==> config.mk <==
export PLATFORM = sky130hd
export DESIGN_NAME = fetch_buffer
export DESIGN_NICKNAME = d
export VERILOG_FILES = /design/src/rtl/fetch_pkg.sv /design/src/rtl/fetch_queue.sv /design/src/rtl/fetch_buffer.sv
export SDC_FILE = /design/constraint.sdc
export NUM_CORES = 1
export LEC_CHECK = 0
export CORE_UTILIZATION = 55
export DETAILED_ROUTE_END_ITERATION = 8
export PLACE_DENSITY = 0.85
export SYNTH_ARGS = -nofsm -noshare
export SYNTH_HDL_FRONTEND = slang
export SYNTH_HIERARCHICAL = 1
export SYNTH_SLANG_ARGS = --single-unit
==> constraint.sdc <==
create_clock -name CLK -period 12.3 [get_ports CLK]
set_clock_uncertainty 0.15 [all_clocks]
set_input_delay 1.23 -clock CLK [delete_from_list [all_inputs] [get_ports CLK]]
set_output_delay 1.23 -clock CLK [all_outputs]
set_load 0.02 [all_outputs]
==> src/rtl/fetch_pkg.sv <==
// fetch_pkg: shared line geometry and word types for the fetch stage
package fetch_pkg;
  localparam int LINE_WORDS = 8;
  typedef logic [31:0] word_t;
  typedef word_t [LINE_WORDS-1:0] fetch_line_t;
endpackage

==> src/rtl/fetch_queue.sv <==
// fetch_queue: circular word store with an 8-wide line write port and a 1-wide head read port
module fetch_queue
  import fetch_pkg::*;
#(
  parameter int DEPTH = 16
) (
  input  logic                     clk_i,
  input  logic                     rst_i,
  input  logic                     flush_i,
  input  logic                     push_i,
  input  logic                     pop_i,
  input  fetch_line_t              line_i,
  output word_t                    head_word_o,
  output logic [$clog2(DEPTH):0]   count_o
);
  localparam int AW = $clog2(DEPTH);
  localparam int CW = AW + 1;
  logic [AW-1:0] head_q, head_d, tail_q, tail_d;
  logic [CW-1:0] count_q, count_d;
  word_t         mem_q [DEPTH];
  // pointer and occupancy next-state; a flush empties the queue outright
  always_comb begin
    head_d  = flush_i ? '0 : head_q + AW'(pop_i);
    tail_d  = flush_i ? '0 : tail_q + (push_i ? AW'(LINE_WORDS) : '0);
    count_d = flush_i ? '0 : count_q + (push_i ? CW'(LINE_WORDS) : '0) - CW'(pop_i);
  end
  // pointer and occupancy registers
  always_ff @(posedge clk_i) begin
    if (rst_i) begin
      head_q  <= '0;
      tail_q  <= '0;
      count_q <= '0;
    end else begin
      head_q  <= head_d;
      tail_q  <= tail_d;
      count_q <= count_d;
    end
  end
  // line write: eight consecutive slots starting at tail, wrapping modulo DEPTH
  always_ff @(posedge clk_i) begin
    if (push_i)
      for (int k = 0; k < LINE_WORDS; k++) mem_q[tail_q + AW'(k)] <= line_i[k];
  end
  assign head_word_o = mem_q[head_q];
  assign count_o     = count_q;
endmodule

==> src/rtl/fetch_buffer.sv <==
// fetch_buffer: fetch PC, line fill into the instruction queue, decode issue and redirect flush
module fetch_buffer
  import fetch_pkg::*;
#(
  parameter int          DEPTH    = 16,
  parameter logic [31:0] RESET_PC = 32'h0000_0000
) (
  input  logic                   CLK,
  input  logic                   RST,
  output logic [31:0]            imem_addr,
  input  logic [31:0]            imem_w0,
  input  logic [31:0]            imem_w1,
  input  logic [31:0]            imem_w2,
  input  logic [31:0]            imem_w3,
  input  logic [31:0]            imem_w4,
  input  logic [31:0]            imem_w5,
  input  logic [31:0]            imem_w6,
  input  logic [31:0]            imem_w7,
  input  logic                   redirect,
  input  logic [31:0]            redirect_pc,
  output logic                   dec_valid,
  input  logic                   dec_ready,
  output logic [31:0]            dec_instr,
  output logic [31:0]            dec_pc,
  output logic [$clog2(DEPTH):0] count
);
  localparam int CW = $clog2(DEPTH) + 1;
  logic [31:0] fetch_pc_q, fetch_pc_d, head_pc_q, head_pc_d, target_pc;
  logic        fill, pop;
  fetch_line_t line;
  assign line      = {imem_w7, imem_w6, imem_w5, imem_w4, imem_w3, imem_w2, imem_w1, imem_w0};
  assign target_pc = redirect_pc & ~32'h3;
  // fill decision uses only registered count so dec_ready never reaches imem_addr
  assign fill      = !redirect && (count <= CW'(DEPTH - LINE_WORDS));
  assign dec_valid = (count != '0) && !redirect;
  assign pop       = dec_valid && dec_ready;
  // PC next-state: redirect reloads both PCs, otherwise advance by line and by word
  always_comb begin
    fetch_pc_d = redirect ? target_pc : fetch_pc_q + (fill ? 32'd32 : 32'd0);
    head_pc_d  = redirect ? target_pc : head_pc_q + (pop ? 32'd4 : 32'd0);
  end
  // PC registers
  always_ff @(posedge CLK) begin
    if (RST) begin
      fetch_pc_q <= RESET_PC;
      head_pc_q  <= RESET_PC;
    end else begin
      fetch_pc_q <= fetch_pc_d;
      head_pc_q  <= head_pc_d;
    end
  end
  fetch_queue #(.DEPTH(DEPTH)) u_queue (
    .clk_i      (CLK),
    .rst_i      (RST),
    .flush_i    (redirect),
    .push_i     (fill),
    .pop_i      (pop),
    .line_i     (line),
    .head_word_o(dec_instr),
    .count_o    (count)
  );
  assign imem_addr = fetch_pc_q;
  assign dec_pc    = head_pc_q;
endmodule

* Yosys cells after proc, flatten, opt, wreduce, memory -nomap -nowiden
Memory sizes are Yosys's and may differ from the RTL's. A register that Yosys moved wholly into a read port is not among the register bits.
Index checks and enable logic that the tools add are counted.
** Storage, ports and cells
- Memory bits (writable) :: 512
- Bits in latches :: 0
- Bits in read-only memories :: 0
- Memories :: 1
- Register bits after elaboration :: 77
** Memory list
- u_queue.mem_q :: words 16, width 32, rd ports 1, clocked after memory_dff 1, write ports 8, line fetch_queue.sv:20 : word_t mem_q [DEPTH];
** Cells by class
- Order comparisons :: 1
- Add/sub/neg operators :: 13
- Reduce and logical (&&, ||, !) cells :: 6
- Bitwise gates (word level) :: 0
- Equal/unequal tests :: 0
- Div/mod/pow operators :: 0
- Muxes and demuxes :: 9
- Shift-type cells :: 0
- Multiply operators :: 0
** Operators by type and width (number)
- $mux W32 :: 2
- $add A32 B3 Y32 :: 1
- $add A32 B6 Y32 :: 1
- $add A4 B3 Y4 const B :: 4
- $mux W4 :: 3
- $add A4 B2 Y4 const B :: 2
- $mux W6 :: 1
- $add A5 B5 Y5 :: 1
- $le A5 B4 Y1 const B :: 1
- $reduce_bool A5 Y1 :: 1
- $sub A5 B1 Y5 :: 1
- $add A4 B1 Y4 :: 1
- $add A4 B1 Y4 const B :: 1
- $add A4 B4 Y4 :: 1
- $logic_and A1 B1 Y1 :: 3
- $mux W3 :: 1
- $mux W1 :: 2
- $reduce_or A2 Y1 :: 1
- $logic_not A1 Y1 :: 1

* Depth between registers and ports, before layout
- Depth after elaboration :: 6
- Gate-level depth with buffers :: 11
- Mapped depth without buffers :: 10

* Modules after synthesis
The synthesis kept the hierarchy.
** By module, submodules not included
- fetch_queue :: cells an instance 1848, instances 1, area an instance 23553.8 µm²
- fetch_buffer :: cells an instance 389, instances 1, area an instance 3209.3 µm²

* Least setup slack after synthesis
OpenSTA, ideal clock, no wires.
- Kind :: input to register
- Start point :: input port redirect
- End point :: memory u_queue/mem_q[5][0] (netlist name), data pin
- Buffers on the path :: 5
- Stages :: 9
- Library setup time :: 0.133 ns
- Setup slack :: 2.895 ns
- Arrival time :: 9.122 ns
- Cell sequence :: clkbuf_1 clkbuf_1 nor3_1 ha_1 clkbuf_1 clkbuf_1 clkbuf_1 nand2_1 nand2_1
** RTL lines
- start: declaration :: line fetch_buffer.sv:19 : input logic redirect,
- end: declaration :: line fetch_queue.sv:20

==> results.json <==
{
  "run_status": "completed",
  "syn-instance-count": 2237,
  "route.vias.total": 18649,
  "timing_hold_violations_final": 0,
  "p_total_w": 0.00548,
  "max_capacitance_violation_count": 0,
  "critical_path.most_common_cell": "sky130_fd_sc_hd__buf_4",
  "io-pin-count": 394,
  "fin_tns_setup_ps": 0,
  "crit_fanout": 35,
  "clock_tree.buffer_depth": 3,
  "power-per-cell-area_mw_per_mm2": 167,
  "first_global_vias": 18235,
  "final_max_slew_viol_count": 0,
  "p_clk_share_pct": 30.4,
  "io_buffer_count": 387,
  "synth_seq_area_share_pct": 62.7,
  "cts_buffers": 57,
  "power.leakage_nw": 12.0,
  "first_pass_iters": 6,
  "number_of_levels_in_the_clock_h_tree": 2,
  "multi_input_comb_area_mm2": 0.00941,
  "p_switching_w": 0.00145,
  "final-setup-viol-count": 0,
  "internal_power_w": 0.00403,
  "die_width_um": 223,
  "switching_share_pct": 26.5,
  "area_growth_pct": 22.7,
  "period_needed_ps": 5490,
  "worstPathRequired_ps": 10920,
  "die_height_um": 223,
  "post_route_cells_drive_above_1_share_pct": 8.84,
  "worst-slew-pin-transition_ps": 1200,
  "timing.critical_path.from_type": "register",
  "final.period_utilization_pct": 44.6,
  "synth-seq-cells": 582,
  "timing.hold.worst.start": "imem_addr[4]$_SDFFE_PP0P_",
  "grt_antenna_before_repair": 10,
  "slew_headroom_pct": 20.3,
  "seqCellArea_mm2": 0.0168,
  "initial_utilization_pct": 55.9,
  "critical_path.reg2reg.endpoint": "u_queue/mem_q[4][16]$_DFFE_PN_",
  "design.core.area_mm2": 0.0478,
  "grt_max_degree": 225,
  "finalWirelength_mm": 63.8,
  "holdCritPathClass": "register to register",
  "cp-end-kind": "output port",
  "synth.yosys.warnings": 6,
  "drcViolationCount": 0,
  "peakVddDrop_uv": 152,
  "fp.dieArea_mm2": 0.0495,
  "crit-reg2reg-launch": "u_queue/count_o[1]$_SDFF_PP0_",
  "rsz0062_at_grt": "false",
  "timing.critical_path.slowest_cell_delay_ps": 700,
  "std_cell_rows": 80,
  "cp_cell_sequence": "buf_4, buf_4, mux4_2, a22oi_1, nand2_1, clkdlybuf4s50_1",
  "worstSkewPairLatency_ps": 610,
  "power.combinational.fraction_pct": 19.8,
  "clk_pin_slew_worst_paths_ps": 60,
  "detailedPlacementHpwl_mm": 41.8,
  "root_buffer": "sky130_fd_sc_hd__clkbuf_16",
  "num-fill-cells": 3277,
  "antenna_left": 0,
  "min_path_cells": 2,
  "timing.setup.critical_path_class": "register to output port",
  "synth-edff-count": 512,
  "grt_first_pass_wirelength_mm": 98.1,
  "cts_hold_buf": 0,
  "route.detailed.wl_per_inst_um": 19.7,
  "place.gp.congestion": 0.907,
  "final_net_count": 2878,
  "synth_cell_types": 53,
  "cp_data_arrival_time_ps": 4110,
  "mappedNetlistArea_mm2": 0.0268,
  "hold-path-endpoint": "imem_addr[4]$_SDFFE_PP0P_",
  "cts.sinks": 582,
  "post_cts_buffers": 0,
  "detailedRoute.firstIterationViolations": 1711,
  "syn_area_per_cell_um2": 12.0,
  "worst_path_max_delay_cell": "sky130_fd_sc_hd__buf_4",
  "grtUsageTotal_pct": 25.6,
  "seqPwrFrac_pct": 49.8,
  "grt.overflow.total": 0,
  "depth_of_the_worst_register_to_register_path": 7,
  "cts_tree": "built",
  "r2r_setup_slack_ps": 8080,
  "synth_flop_cell": "sky130_fd_sc_hd__edfxtp_1",
  "async_flop_share_pct": 0,
  "max_freq_ghz": 0.182,
  "cts_resized": 0,
  "vias_per_cell": 5.77
}
registers in the layout, summed over array words and instances, names as in the netlist:
| signal | count |
|---|---|
| dec_pc | 30 |
| u_queue/head_q | 4 |
| imem_addr | 30 |
| u_queue/count_o | 5 |
| u_queue/tail_q | 1 |
| u_queue/mem_q | 512 |
synth_stat cells (10+ instances only):
cell                       number  area [µm²]
sky130_fd_sc_hd__nand2_1      960        3600
sky130_fd_sc_hd__edfxtp_1     512       15400
sky130_fd_sc_hd__mux4_2       128        2880
sky130_fd_sc_hd__clkbuf_1      86         323
sky130_fd_sc_hd__dfxtp_1       70        1400
sky130_fd_sc_hd__a22oi_1       64         480
sky130_fd_sc_hd__nand2b_1      64         400
sky130_fd_sc_hd__a21oi_1       25         125
sky130_fd_sc_hd__a31oi_1       21         131
sky130_fd_sc_hd__inv_1         20        75.1
sky130_fd_sc_hd__nand4_1       19         119
sky130_fd_sc_hd__buf_2         17        85.1
sky130_fd_sc_hd__nor2_1        17        63.8
sky130_fd_sc_hd__nand3_1       16        80.1
sky130_fd_sc_hd__o21ai_0       14        70.1
sky130_fd_sc_hd__o21bai_1      14         105
sky130_fd_sc_hd__xor2_1        14         123
sky130_fd_sc_hd__buf_1         13        48.8
sky130_fd_sc_hd__buf_4         13        97.6
sky130_fd_sc_hd__ha_1          13         163
sky130_fd_sc_hd__or3_1         13        81.3
sky130_fd_sc_hd__a21boi_0      12        90.1
sky130_fd_sc_hd__xnor2_1       10        87.6
metrics by stage:
| stage | utilization [%] | area (µm²) | instances | setup slack [ps] | hold slack [ps] |
|---|---|---|---|---|---|
| 4_1_cts | 68.6 | 32800 | 3227 | 6640 | 320 |
| 5_1_grt | 68.7 | 32800 | 3233 | 6470 | 338 |
| 2_1_floorplan | - | 26800 | 2240 | 2900 | 372 |
| 3_5_place_dp | 65.0 | 31100 | 3128 | 6850 | 312 |
| 3_3_place_gp | 65.0 | 31100 | 3128 | 7030 | 294 |
| 6_report | 68.7 | 32800 | 3233 | 6810 | 312 |
routing by layer:
| metal | vias up | global-route usage (%) | wire length [µm] |
|---|---|---|---|
| li1 | 8698 | - | - |
| met2 | 810 | 43.4 | 32200 |
| met4 | 8 | 9.97 | 2160 |
| met1 | 8989 | 32.3 | 24500 |
| met5 | - | 0 | 52 |
| met3 | 144 | 5.17 | 4860 |
layout make-up:
class	count	area share, %
clock buffer	79	4.67
clock inverter	20	0.663
sequential	582	51.1
inverter	21	0.240
antenna	6	0.0457
tap	615	2.34
timing repair buffer	402	12.3
multi-input combinational	1508	28.7
power by group through the flow:
stage	Combinational, W	Clock [W]	Sequential [W]
final	0.00109	0.00166	0.00273
after CTS	0.00109	0.00170	0.00273
after detailed placement	0.00108	0	0.00277
after global routing	0.00119	0.00176	0.00276
after global placement	0.00103	0	0.00274
after floorplan	0.000709	0	0.00282
cells in the final DEF (no fill, tap or decap), drive strengths merged, types with 6 or more instances in the layout:
master,count
and2,9
o21bai,14
o31ai,8
ha,13
nor2b,9
or3,13
mux4,128
or4,8
a21boi,13
nand3,16
clkbuf,79
a22oi,64
dfxtp,70
nand2,960
o21ai,15
nand4,20
o31a,9
a31oi,21
xor2,14
xnor2,10
buf,15
inv,21
a21oi,25
diode,6
nor3,8
nor2,17
nand2b,64
and4,10
clkinv,16
nor4,9
clkdlybuf4s50,387
edfxtp,512
worst max-delay path: cells and delay by family, from the launching register on:
kind	cells	cell delay, ps
DFF	1	630
and+or+nand+nor	1	110
AOI/OAI and AO/OA	1	230
buffers and inverters	3	1860
muxes	1	600
how the worst max path moves through the flow:
| stage | start | to | cells past startpoint |
|---|---|---|---|
| after floorplan | redirect | u_queue/mem_q[5][0]$_DFFE_PN_ | 9 |
| after global placement | redirect | u_queue/mem_q[9][24]$_DFFE_PN_ | 7 |
| after detailed placement | redirect | u_queue/mem_q[11][14]$_DFFE_PN_ | 7 |
| after CTS | u_queue/head_q[0]$_SDFF_PP0_ | dec_instr[19] | 6 |
| after global routing | u_queue/head_q[0]$_SDFF_PP0_ | dec_instr[17] | 6 |
| final | u_queue/head_q[0]$_SDFF_PP0_ | dec_instr[21] | 6 |
kinds of logic (layout without fill, tap and decap cells):
| family | after synthesis | after routing | synth area share, % |
|---|---|---|---|
| other cells | 1 | 10 | 0.0140 |
| mux | 128 | 128 | 10.8 |
| simple gates | 1155 | 1155 | 17.9 |
| buf+inv | 150 | 522 | 2.37 |
| fa+ha+maj | 14 | 14 | 0.683 |
| xor+xnor | 24 | 24 | 0.785 |
| flops | 582 | 582 | 62.7 |
| compound gates | 183 | 183 | 4.76 |
Power figures use the tool's default switching activity.
